$ cat src/rtl/os_result_drain.sv
// Sequences one compute pass of an output-stationary PE array, captures the shifted-out results
// and streams them out one word per handshake. Optional build macro: DRAIN_REORDER_EN.
module os_result_drain #(
    parameter int OUT_WORD_SIZE  = 16,
    parameter int ROW            = 1,
    parameter int COLUMN         = 4,
    parameter int INPUTS_LENGTHS = 7
) (
    input  logic                                   clk,
    input  logic                                   rst,
    input  logic                                   start,
    input  logic [ROW*OUT_WORD_SIZE-1:0]           result_in,
    output logic                                   op_sel,
    output logic                                   busy,
    output logic                                   out_valid,
    input  logic                                   out_ready,
    output logic [OUT_WORD_SIZE-1:0]               out_data,
    output logic [((ROW > 1) ? $clog2(ROW) : 1)-1:0]       out_row,
    output logic [((COLUMN > 1) ? $clog2(COLUMN) : 1)-1:0] out_col,
    output logic                                   out_last
);

    localparam int ROW_W   = (ROW > 1) ? $clog2(ROW) : 1;
    localparam int COL_W   = (COLUMN > 1) ? $clog2(COLUMN) : 1;
    localparam int CNT_MAX = (INPUTS_LENGTHS + 1 > COLUMN) ? INPUTS_LENGTHS + 1 : COLUMN;
    localparam int CNT_W   = (CNT_MAX > 1) ? $clog2(CNT_MAX) : 1;

`ifdef DRAIN_REORDER_EN
    localparam logic REORDER = 1'b1;
`else
    localparam logic REORDER = 1'b0;
`endif

    localparam logic [COL_W-1:0] TOP_SLOT     = COL_W'(COLUMN - 1);
    localparam logic [COL_W-1:0] FIRST_SLOT   = REORDER ? TOP_SLOT : '0;
    localparam logic [COL_W-1:0] LAST_SLOT    = REORDER ? '0 : TOP_SLOT;
    localparam logic [CNT_W-1:0] COMPUTE_LAST = CNT_W'(INPUTS_LENGTHS);
    localparam logic [CNT_W-1:0] DRAIN_LAST   = CNT_W'(COLUMN - 1);
    localparam logic [ROW_W-1:0] ROW_LAST     = ROW_W'(ROW - 1);

    typedef enum logic [1:0] {IDLE, COMPUTE, DRAIN, OUTPUT} state_t;

    state_t                    state, state_d;
    logic [CNT_W-1:0]          cnt, cnt_d;
    logic                      op_sel_d, busy_d, out_valid_d, out_last_d;
    logic [OUT_WORD_SIZE-1:0]  out_data_d;
    logic [ROW_W-1:0]          out_row_d, next_row;
    logic [COL_W-1:0]          out_col_d, next_slot;
    logic [COL_W-1:0]          cap_slot;
    logic [OUT_WORD_SIZE-1:0]  buffer [ROW][COLUMN];

    assign cap_slot = cnt[COL_W-1:0];

    // NOTE: the result buffer is plain storage with no reset; every slot is rewritten during
    // DRAIN before it can be read, so clearing it would only cost reset fan-out.
    always_ff @(posedge clk) begin
        if (state == DRAIN) begin
            for (int r = 0; r < ROW; r++) begin
                buffer[r][cap_slot] <= result_in[r*OUT_WORD_SIZE +: OUT_WORD_SIZE];
            end
        end
    end

    // Read pointer advance: walk the row's slots, then wrap to the next row.
    always_comb begin
        next_row  = out_row;
        next_slot = out_col;
        if (out_col == LAST_SLOT) begin
            next_row  = out_row + 1'b1;
            next_slot = FIRST_SLOT;
        end else if (REORDER) begin
            next_slot = out_col - 1'b1;
        end else begin
            next_slot = out_col + 1'b1;
        end
    end

    // NOTE: every signal written here gets a default first, so no path can infer a latch.
    always_comb begin
        state_d     = state;
        cnt_d       = cnt;
        op_sel_d    = op_sel;
        out_valid_d = out_valid;
        out_last_d  = out_last;
        out_data_d  = out_data;
        out_row_d   = out_row;
        out_col_d   = out_col;
        case (state)
            IDLE: begin
                if (start) begin
                    state_d  = COMPUTE;
                    cnt_d    = '0;
                    op_sel_d = 1'b0;
                end
            end
            COMPUTE: begin
                if (cnt == COMPUTE_LAST) begin
                    state_d  = DRAIN;
                    cnt_d    = '0;
                    op_sel_d = 1'b1;
                end else begin
                    cnt_d = cnt + 1'b1;
                end
            end
            DRAIN: begin
                if (cnt == DRAIN_LAST) begin
                    state_d     = OUTPUT;
                    cnt_d       = '0;
                    op_sel_d    = 1'b0;
                    out_valid_d = 1'b1;
                    out_row_d   = '0;
                    out_col_d   = FIRST_SLOT;
                    out_last_d  = (ROW == 1) && (FIRST_SLOT == LAST_SLOT);
                    // The top slot is only being written on this edge, so take it from the bus.
                    out_data_d  = (FIRST_SLOT == TOP_SLOT) ? result_in[OUT_WORD_SIZE-1:0]
                                                           : buffer[0][FIRST_SLOT];
                end else begin
                    cnt_d = cnt + 1'b1;
                end
            end
            OUTPUT: begin
                if (out_valid && out_ready) begin
                    if (out_last) begin
                        state_d     = IDLE;
                        out_valid_d = 1'b0;
                        out_last_d  = 1'b0;
                    end else begin
                        out_row_d  = next_row;
                        out_col_d  = next_slot;
                        out_data_d = buffer[next_row][next_slot];
                        out_last_d = (next_row == ROW_LAST) && (next_slot == LAST_SLOT);
                    end
                end
            end
            default: state_d = IDLE;
        endcase
    end

    assign busy_d = (state_d != IDLE);

    // NOTE: sequential state is updated with non-blocking assignments only, so every register
    // samples the pre-edge values regardless of block evaluation order.
    always_ff @(posedge clk or negedge rst) begin
        if (!rst) begin
            state     <= IDLE;
            cnt       <= '0;
            op_sel    <= 1'b0;
            busy      <= 1'b0;
            out_valid <= 1'b0;
            out_last  <= 1'b0;
            out_data  <= '0;
            out_row   <= '0;
            out_col   <= '0;
        end else begin
            state     <= state_d;
            cnt       <= cnt_d;
            op_sel    <= op_sel_d;
            busy      <= busy_d;
            out_valid <= out_valid_d;
            out_last  <= out_last_d;
            out_data  <= out_data_d;
            out_row   <= out_row_d;
            out_col   <= out_col_d;
        end
    end

endmodule

$ cat config.mk
export PLATFORM = sky130hd
export DESIGN_NAME = os_result_drain
export DESIGN_NICKNAME = d
export VERILOG_FILES = /design/src/rtl/os_result_drain.sv
export SDC_FILE = /design/constraint.sdc
export NUM_CORES = 1
export LEC_CHECK = 0
export BUFFER_PORTS_ARGS = -buffer_cell sky130_fd_sc_hd__buf_2
export CELL_PAD_IN_SITES_DETAIL_PLACEMENT = 1
export CELL_PAD_IN_SITES_GLOBAL_PLACEMENT = 1
export CORE_MARGIN = 2
export CORE_UTILIZATION = 52
export DETAILED_ROUTE_END_ITERATION = 16
export GPL_ROUTABILITY_DRIVEN = 0
export HOLD_SLACK_MARGIN = 0.15
export PLACE_DENSITY_LB_ADDON = 0.25
export SKIP_LAST_GASP = 1
export SLEW_MARGIN = 20
export SYNTH_ARGS = -nofsm -noshare
export SYNTH_HDL_FRONTEND = slang
export SYNTH_SLANG_ARGS = --single-unit
$ cat constraint.sdc
create_clock -name clk -period 5.2 [get_ports clk]
set_clock_uncertainty 0.2 [all_clocks]
set_input_delay 0.26 -clock clk [delete_from_list [all_inputs] [get_ports clk]]
set_output_delay 0.26 -clock clk [all_outputs]
set_load 0.01 [all_outputs]
# After elaboration in Yosys (flattened, before gate mapping)
# Memory sizes are Yosys's and may differ from the RTL's.
# Index checks and enable logic that the tools add are counted.
# totals
reg_bits,28
ramBits,64
inputBits,20
out_inout_bits,23
wordCells,85
mem_count,1
# classes
add_sub_neg,3
magnitude_cmp,3
n_eq_ne,13
n_mux,41
bitwise_logic,3
n_reduce_logical,12
# mem_list
memory,words,width,read_ports,rd_clocked_by_memory_dff,write_ports,line,source
buffer,1,64,2,0,1,50,logic [OUT_WORD_SIZE-1:0] buffer [ROW][COLUMN];
# op_table
operator,count
16-bit 2-to-1 mux,6
64-bit 2-to-1 mux,1
16-bit binary-select mux with 2-bit select,1
16-bit demux with 2-bit select,1
16-bit case mux with 2 select lines,1
2-bit 2-to-1 mux,9
1-bit 2-to-1 mux,12
4-bit AND reduction,3
"2-bit inequality test, second input constant",5
3-bit 2-to-1 mux,3
3-bit case mux with 3 select lines,1
"2-bit equality test, second input constant",4
2-bit case mux with 4 select lines,1
"3-bit >= comparator, second input constant",2
2-bit inverter with 3-bit output,2
1-bit case mux with 2 select lines,3
2-bit case mux with 2 select lines,1
2-bit nonzero test,2
"3-bit by 1-bit adder with 3-bit output, second input constant",1
"3-bit by 2-bit equality test with 1-bit output, second input constant",1
"3-bit equality test, second input constant",1
1-bit logical AND,3
"3-bit by 1-bit less-than comparator with 1-bit output, second input constant",1
1-bit case mux with 3 select lines,1
9 further kinds,9

# Depth between registers and ports, before layout
# depth
depth_word,9
ltp_mapped,8
depth_no_buf,6

# Worst setup path after synthesis
# No wires, ideal clock.
# synth_path
path_kind,reg2reg
from,register out_col[0] (netlist name)
to,register out_data[0]
setup_ns,0.126
t_arrival_ns,1.699
required_ns,4.874
path_slack_ns,3.175
stages_incl_launch_ff,9
n_path_buf,3
period_less_slack_ns,2.025
path_cell_list,dfrtp_1 inv_1 ha_1 buf_2 and2_4 buf_6 buf_6 a221oi_2 a21oi_1
# synth_via
elab_chain_cells,9
word_cells_on_any_way,10
cone_classes,1 x add/sub; 1 x eq/ne; 7 x mux; 1 x bitwise
# synth_lines
element,line,source
"start, declared",19,"output logic [((COLUMN > 1) ? $clog2(COLUMN) : 1)-1:0] out_col,"
"start signal, assigned",163,out_col <= out_col_d;
2-bit by 1-bit adder with 2-bit output / 2-bit equality test (equally long branches),"74, 68",
2-bit 2-to-1 mux *,68,if (out_col == LAST_SLOT) begin
2-bit inverter with 3-bit output (implied by the code) *,130,out_data_d = buffer[next_row][next_slot];
16-bit binary-select mux with 2-bit select *,130,
16-bit 2-to-1 mux (implied by the code) * (2 in a row),130,
16-bit 2-to-1 mux *,123,if (out_last) begin
16-bit 2-to-1 mux *,122,if (out_valid && out_ready) begin
16-bit case mux with 2 select lines *,88,case (state)
"end signal, assigned",161,out_data <= out_data_d;
"end, declared",17,"output logic [OUT_WORD_SIZE-1:0] out_data,"
# Mark *: on every way between the ends. The rest lies on a longest branch, timed or not. The select of a mux whose other input is x is not followed.
# A chain may end at the register's enable or synchronous reset.

# Final worst setup path
# layout_path
from,register state[0]
to,register out_data[5]
# layout_via
elab_chain_cells,3
word_cells_on_any_way,8
cone_classes,5 x eq/ne; 1 x mux; 2 x reduce/logical
# layout_lines
element,line,source
"start, declared",43,"state_t state, state_d;"
"start signal, assigned",155,state <= state_d;
2-bit equality test,88,
"2-bit inequality test (no source line), or another cell as far along",--,
4-bit AND reduction (no source line),--,
# Several ways; a longest one is shown, not always the timed one.

==> impl_metrics.ini <==
[outcome]
outcome = completed

[placed_design]
placed_cells = 430
dp_hpwl_um = 5190
pre_cts_ws_ns = 2.80
portBuffers = 42

[drt]
dr.first_iter.drc_count = 118
wl_per_cell_um = 19.3
drtAntennaViolNets = 0
drc = 0
totalWireLength_um = 8980
num_vias = 2563
dr.pass1.iters = 5
via_per_inst = 5.51

[synth]
syn_area_sq_mm = 0.00406
ys_top_cells_by_area = edfxtp_1, dfrtp_1, mux2i_1
synth_top_area_share_pct = 47.3
synth_nets = 333
postSynthAreaPerCell_sq_um = 13.5
synth-main-ff-cell = edfxtp_1
yosys.area.top_type = edfxtp_1
synth_edf_count = 64
async_flop_share_pct = 30.4
synth-seq-cells = 92
synth_cell_types = 37
ys_warn_count = 0
netlist_instances = 300
yosysSeqAreaShare_pct = 64.6

[clock_network]
clkLatencyLatePin_ns = 0.36
clock_sinks = 92
cts_buffers = 9
cts_root_buf = clkbuf_8
clk_pin_slew_ns = 0.09
htree_levels = 3
cts_tree = yes
clockBufferDepth = 2

[worst_setup_path]
end_kind = flip-flop
worstPathMaxFanout = 28
cp_data_required_time_ns = 5.23
r2r_start = state[0]
rrSetupSlack_ns = 2.80
crit_chain = ha_1, buf_4, nand2b_1, o22ai_1, a221oi_1, a21oi_1
r2r_end = out_data[5]
setup.worst_path.start_class = flip-flop
critPathSlowestCell = nand2b_1
crit_buf_inv = 1
worstPathArrival_ns = 2.43
critPathTopFamily = compound AO/OA/AOI/OAI gates
cpPeakStageDelay_ns = 0.56
reg2reg_depth = 6
path_class = flip-flop to flip-flop

[global_route]
grt_max_degree = 36
grt_pass1_vias = 2805
track_usage_pct = 22.7
grt.overflow.total = 0
grt_pass1_wl_um = 14600
antenna_found_initial = 0

[timing]
fmax_mhz = 416
setup_tns_ns = 0
tightest_slew_ns = 0.942
fin_crit_ns = 2.40
setup_viol = 0
setup_ws_ns = 2.80
finalHoldViolCount = 0
rsz0062_at_grt = no
finalCritPeriodShare_pct = 46.2
slew_headroom_pct = 37.2
slew_violations = 0

[layout]
stdcell_count = 465
n_antenna_cell = 0
area_growth_pct = 16.2
nets = 391
drive_gt1_share_pct = 20.1

[pwr]
peakVddDrop_v = 0.000220
p_leak_nw = 1.89
powerDensity_mw_per_mm2 = 328

[floorplan]
row_count = 32
die_w_um = 92.4
dieArea_sq_mm = 0.00853
die_h_um = 92.4
io_pins = 43
initial_core_util_pct = 53.1
core_sq_mm = 0.00765

[min_path]
hp-class = input pin to asynchronous set/reset pin

[job]
maxCapViolations = 0
## worst max path at each step
| stage | from | to | slack, ns | depth (start not counted) |
|---|---|---|---|---|
| 2_1_floorplan | out_col[0] | out_data[0] | 3.18 | 8 |
| 6_report | state[0] | out_data[5] | 2.80 | 6 |
| 4_1_cts | state[0] | out_data[5] | 2.79 | 6 |
| 3_3_place_gp | state[0] | out_data[3] | 2.90 | 6 |
| 5_1_grt | out_col[0] | out_data[6] | 2.63 | 7 |
| 3_5_place_dp | out_col[0] | out_data[3] | 2.80 | 7 |
## cells in the final DEF, fill, tap and decap left out, types with 16 or more instances in the layout
cell type      instances
dlygate4sd3_1         19
inv_1                 28
a21oi_1               18
mux2i_1               19
edfxtp_1              64
o22ai_1               19
dfrtp_1               28
nor2b_1               16
nor2_1                18
buf_2                 42
## cells in the mapped netlist, types with 2 or more instances
cell type,instances
o21ai_0,9
nor2b_1,16
a221oi_2,10
buf_2,4
nand2b_1,3
a21o_1,2
ha_1,13
and2_4,2
buf_4,4
a221oi_1,5
and2_1,4
nand3_1,3
edfxtp_1,64
nor2_1,18
a21oi_1,18
buf_6,6
clkbuf_1,2
inv_1,28
mux2i_1,19
o22ai_1,19
nand2_1,8
dfrtp_1,28
## routing by layer
| metal | track usage [%] | vias to the layer above | wire (um) |
|---|---|---|---|
| li1 | - | 1209 | - |
| met1 | 29.1 | 1286 | 3910 |
| met2 | 39.6 | 54 | 4620 |
| met3 | 4.88 | 14 | 343 |
| met4 | 5.60 | 0 | 111 |
| met5 | 0 | - | 0 |
## through the flow
step	cell area, sq um	hold slack (ns)	util [%]	total power, mW
3_5_place_dp	4290	0.148	56.1	0.976
5_1_grt	4720	0.335	61.7	1.61
6_report	4720	0.276	61.7	1.55
3_3_place_gp	4290	0.143	56.1	0.970
4_1_cts	4720	0.301	61.7	1.56
2_1_floorplan	4060	-0.236	-	0.922
## cell type report
type / instances / area [sq um]
inverter: 28 / 105
sequential: 92 / 2620
timing repair buffer: 64 / 423
multi-input combinational: 163 / 1200
tap: 102 / 128
clock buffer: 11 / 131
fill: 789 / 2930
clock inverter: 5 / 108
## what timing repair did
| action | CTS | global route |
|---|---|---|
| resized for setup | 0 | 0 |
| hold endpoints to repair | 97 | 0 |
| setup buffers | 0 | 0 |
| hold buffers | 19 | 0 |
## cell families after synthesis
group / count (synthesis) / share of synthesized area, %
mux: 19 / 4.68
flops: 92 / 64.6
xor+xnor: 1 / 0.216
fa+ha+maj: 13 / 4.01
simple gates: 59 / 7.67
compound gates: 71 / 13.1
buf+inv: 45 / 5.79
## state kept, by name (all words and copies together), names as in the netlist
name       flops
cnt            3
out_valid      1
op_sel         1
busy           1
out_last       1
buffer        64
state          2
out_col        2
out_row        1
out_data      16
## power breakdown
| part | total [mW] | internal (mW) | switching (mW) |
|---|---|---|---|
| logic | 0.151 | 0.0633 | 0.0876 |
| registers | 0.820 | 0.804 | 0.0163 |
| clock network | 0.578 | 0.323 | 0.255 |
Note: power is estimated with default switching activity, not from simulation.
